## config.mk

```make
export PLATFORM = sky130hd
export DESIGN_NAME = fetch_queue
export DESIGN_NICKNAME = d
export VERILOG_FILES = /design/src/rtl/fetch_queue.sv
export SDC_FILE = /design/constraint.sdc
export NUM_CORES = 1
export LEC_CHECK = 0
export CAP_MARGIN = 10
export CELL_PAD_IN_SITES_DETAIL_PLACEMENT = 1
export CELL_PAD_IN_SITES_GLOBAL_PLACEMENT = 2
export CORE_MARGIN = 4
export CORE_UTILIZATION = 46
export DETAILED_ROUTE_END_ITERATION = 8
export PLACE_DENSITY = 0.87
export SYNTH_ARGS = -nofsm -noshare
export SYNTH_HDL_FRONTEND = slang
export SYNTH_SLANG_ARGS = --single-unit
```

## constraint.sdc

```tcl
create_clock -name clk -period 7.8 [get_ports clk]
set_input_delay 1.17 -clock clk [delete_from_list [all_inputs] [get_ports clk]]
set_output_delay 1.17 -clock clk [all_outputs]
set_load 0.03 [all_outputs]
```

## src/rtl/fetch_queue.sv

```systemverilog
// fetch_queue_pkg: packet carried from fetch to issue.
// fetch_queue: circular instruction buffer between fetch and issue.
//   clk, reset (sync, active-high), flush (misprediction, same effect as reset)
//   enq_valid/enq_data in, full out       : fetch side
//   deq_ready in, deq_valid/deq_data out  : issue side, program order
//   count out                             : occupied entries, 0..DEPTH
package fetch_queue_pkg;

    typedef struct packed {
        logic [31:0] pc;
        logic [31:0] instr;
        logic        pred_taken;
        logic [31:0] pred_target;
    } pipe_in_t;

endpackage

module fetch_queue
    import fetch_queue_pkg::*;
#(
    parameter int unsigned DEPTH = 4
) (
    input  logic                       clk,
    input  logic                       reset,
    input  logic                       flush,
    input  logic                       enq_valid,
    input  pipe_in_t                   enq_data,
    output logic                       full,
    input  logic                       deq_ready,
    output logic                       deq_valid,
    output pipe_in_t                   deq_data,
    output logic [$clog2(DEPTH):0]     count
);

    localparam int unsigned PTR_W = $clog2(DEPTH);
    localparam int unsigned CNT_W = PTR_W + 1;

    pipe_in_t           mem [DEPTH];
    logic [PTR_W-1:0]   head;
    logic [PTR_W-1:0]   tail;
    logic [CNT_W-1:0]   count_q;
    logic               clear;
    logic               enq_fire;
    logic               deq_fire;

    // Outputs depend only on registered state.
    assign count     = count_q;
    assign full      = (count_q == CNT_W'(DEPTH));
    assign deq_valid = (count_q != CNT_W'(0));
    assign deq_data  = deq_valid ? mem[head] : '0;

    // Enqueue looks only at full, never at deq_ready, so no issue-to-fetch path.
    assign clear    = reset | flush;
    assign enq_fire = enq_valid & ~full;
    assign deq_fire = deq_ready & deq_valid;

    // Pointers and occupancy; power-of-two DEPTH lets pointers wrap naturally.
    always_ff @(posedge clk) begin
        if (clear) begin
            head    <= '0;
            tail    <= '0;
            count_q <= '0;
        end else begin
            if (enq_fire) tail <= tail + PTR_W'(1);
            if (deq_fire) head <= head + PTR_W'(1);
            case ({enq_fire, deq_fire})
                2'b10:   count_q <= count_q + CNT_W'(1);
                2'b01:   count_q <= count_q - CNT_W'(1);
                default: count_q <= count_q;
            endcase
        end
    end

    // Storage is never cleared; stale entries are unreachable once count is 0.
    always_ff @(posedge clk) begin
        if (enq_fire && !clear) mem[tail] <= enq_data;
    end

endmodule

```

==> metrics.md <==
| Metric | Value |
|---|---|
| Outcome | complete, no violations |
| FP Rows | 66 |
| Pin count of the biggest net entering global routing | 99 |
| Switching share of power | 20.4% |
| Synthesis-to-layout area growth | 24.7% |
| Hpwl dp | 19.3 mm |
| Arr. time, crit path | 3680 ps |
| Fin crit share | 62.2% |
| Hold Crit Class | flop to flop |
| Final Hold Vio Count | 0 |
| Htree depth | 2 |
| Clock skew | 7.87 ps |
| DR vias/cell | 5.27 |
| WL/cell | 23.6 µm |
| Ports | 204 |
| Sequential share of power | 52.5% |
| Starting Density | 46.6% |
| Delay-heaviest family, CP | buffers and inverters |
| Largest family of logic cells by synthesized area | multiplexers |
| First-iteration detailed-routing DRC count | 494 |
| Worst Path Buf+Inv | 2 |
| Mux share of post-synthesis cell area | 14.4% |
| Synth Cell Area | 15100 µm² |
| Internal | 3.60 mW |
| Post-synthesis adder-cell area fraction | 0.546% |
| Crit end category | primary output |
| Avg Synthesized Cell Area | 22.6 µm² |
| Post-CTS sizing | 0 |
| Max FO, Critical Path | 44 |
| Clock power share | 40.8% |
| NumNets Final | 997 |
| Worst-path cell chain | buf_4 > mux4_2 > and2_1 > clkdlybuf4s50_1 |
| Fmax | 206 MHz |
| Global-route wire length before repair | 49.6 mm |
| Least-Margin Pin Slew | 988 ps |
| Final WL | 32.1 mm |
| Setup repair bufs after CTS | 0 |
| Setup TNS | 0 ps |
| Critical path class | flop to primary output |
| Logic pwr share | 6.7% |
| Largest buffer count on any clock path | 3 |
| # setup viols final | 0 |
| Post-synthesis sequential area ratio | 78.2% |
| Diodes inserted | 0 |
| Antenna-violating nets left | 0 |
| Vias in the first global route | 8103 |
| Worst Slack Setup Final | 2950 ps |
| Fin crit period | 4850 ps |
| Warnings, synthesis | 0 |
| Flops & latches, synth | 397 |
| Overall Power | 4.52 mW |
| Synth cell types | 26 |
| Max-slew violation count | 0 |
| I/O Buffers | 203 |
| Die width | 189 µm |
| Max-slew headroom | 34.1% |
| CP Data Required Time | 6630 ps |
| CTS Hold Bufs | 0 |
| Lkg Pwr | 5.91 nW |
| P_sw | 0.923 mW |
| Mapped Nets | 777 |
| PwrDens | 240 nW/µm² |
| XOR/XNOR Fraction of Synth Area | 0.232% |
| CTS buffer count | 41 |
| CTS Sinks | 397 |
| Tot GR Track Use | 18.0% |
| Flop-to-flop setup slack | 4850 ps |
| Storage element area | 11800 µm² |
| Die height | 189 µm |
| Antenna violations before repair | 2 |
| Clock root cell | clkbuf_16 |
| Post-synthesis cell count | 669 |
| Max stage delay on crit path | 880 ps |
| Worst-Skew Late Latency | 500 ps |
| MaxCap Viol Count | 0 |
| Maximum vdd ir drop | 0.151 mV |
| Multi-input logic area | 3080 µm² |
| Dpl ws | 3370 ps |
| Compound-gate portion of the synthesized area | 0.339% |
| Hold WS | 551 ps |
| Die area | 35900 µm² |
| Core footprint | 32500 µm² |
| CTS tree | done |
| Post-synthesis simple-gate area fraction | 4.65% |
| Worst path slowest cell | dfxtp_4 |
| Drt pass-1 iters | 5 |
| CP Launch Type | flop |
| Dpl cells | 1288 |
| Gr ovfl total | 0 |
| Residual DRC | 0 |
| Layout cells sized above 1 | 18.5% |
| Fill cell count | 2777 |
| Fin cells | 1359 |
| Unrepaired setup endpoints after global routing | no |
| Placer Congestion | 0.698 |
| Via count | 7160 |
| Worst-path clk slew | 60 ps |
## worst reg2reg max path: cells and delay by family (launching register included)
kind,cells,cell delay (ps)
simple gates,3,1450
flops,1,460
buf+inv,1,660
## flip-flops by register name, summed over array words and instances, names as in the netlist, named ones only
register	cells
mem	388
tail	2
head	2
count	3
## path summary, 6_finish.rpt
check / startpoint / endpoint / cells past startpoint
worst max register to register: count[0] / mem[2][57] / 4
worst max-delay path: flop / deq_data[47] / 4
worst min register to register: head[1] / flop / 2
worst min-delay path: head[1] / flop / 2
## cell type report
type / count / share of cell area, %
clock buffers: 46 / 5.54
clock inverters: 25 / 1.22
inverters: 8 / 0.159
multi-input cells: 230 / 16.3
flip-flops and latches: 397 / 62.7
well taps: 442 / 2.93
repair buffers: 211 / 11.1
## cells in the final DEF (no fill, tap or decap), drive strengths merged, types with 2 or more instances in the layout
cell type,synthesis,layout
ha,5,5
dfxtp,9,9
and2,98,98
and3,4,4
clkdlybuf4s50,0,203
a21oi,3,3
mux4,97,97
edfxtp,388,388
buf,16,8
xor2,4,4
or3,2,2
clkbuf,18,46
bufinv,0,4
inv,8,9
o31ai,2,2
clkinv,0,19
nor2,7,7
## layer usage
metal  part of all wire [%]  GRT usage, %  vias up
met3                    5.8          3.85       49
li1                       -             -     3160
met2                     50          30.1      224
met4                    1.9          3.98        4
met1                     43          24.9     3723
met5                  0.097             0        -
## power by group through the flow
stage               Clock [mW]  Combinational (mW)  Sequential [mW]
finish                    1.84               0.305             2.37
global route              2.00               0.323             2.37
CTS                       1.90               0.309             2.37
detailed placement           0               0.307             2.42
global placement             0               0.300             2.42
floorplan                    0               0.147             2.42
## cell usage after synthesis
library cell / number / area (µm²)
a21o_1: 1 / 7.51
a21oi_1: 3 / 15.0
and2_1: 98 / 613
and3_1: 4 / 25.0
buf_12: 3 / 60.1
buf_2: 11 / 55.1
buf_6: 1 / 11.3
buf_8: 1 / 15.0
clkbuf_1: 17 / 63.8
clkbuf_2: 1 / 5.00
dfxtp_1: 9 / 180
edfxtp_1: 388 / 11700
fa_1: 1 / 20.0
ha_1: 5 / 62.6
inv_1: 8 / 30.0
mux4_2: 97 / 2180
nand3_1: 1 / 5.00
nand4_1: 1 / 6.26
nor2_1: 7 / 26.3
o21ai_0: 1 / 5.00
o311ai_0: 1 / 8.76
o31ai_1: 2 / 15.0
or2_2: 1 / 6.26
or3_1: 2 / 12.5
or3b_1: 1 / 8.76
xor2_1: 4 / 35.0
## logic make-up (layout without fill, tap and decap cells)
kind of cell,after synthesis,count (layout)
flip-flops,397,397
AND/OR/NAND/NOR,115,115
multiplexers,97,97
buffers and inverters,42,290
AO/OA/AOI/OAI,8,8
adder cells (fa/ha/maj),6,6
XOR/XNOR,4,4
## through the flow
step	util (%)	area [µm²]
6_report	58.1	18900
5_1_grt	58.1	18900
4_1_cts	58.1	18900
3_5_place_dp	54.2	17600
3_3_place_gp	54.2	17600
2_1_floorplan	-	15100
Note: power is estimated with default switching activity, not from simulation.
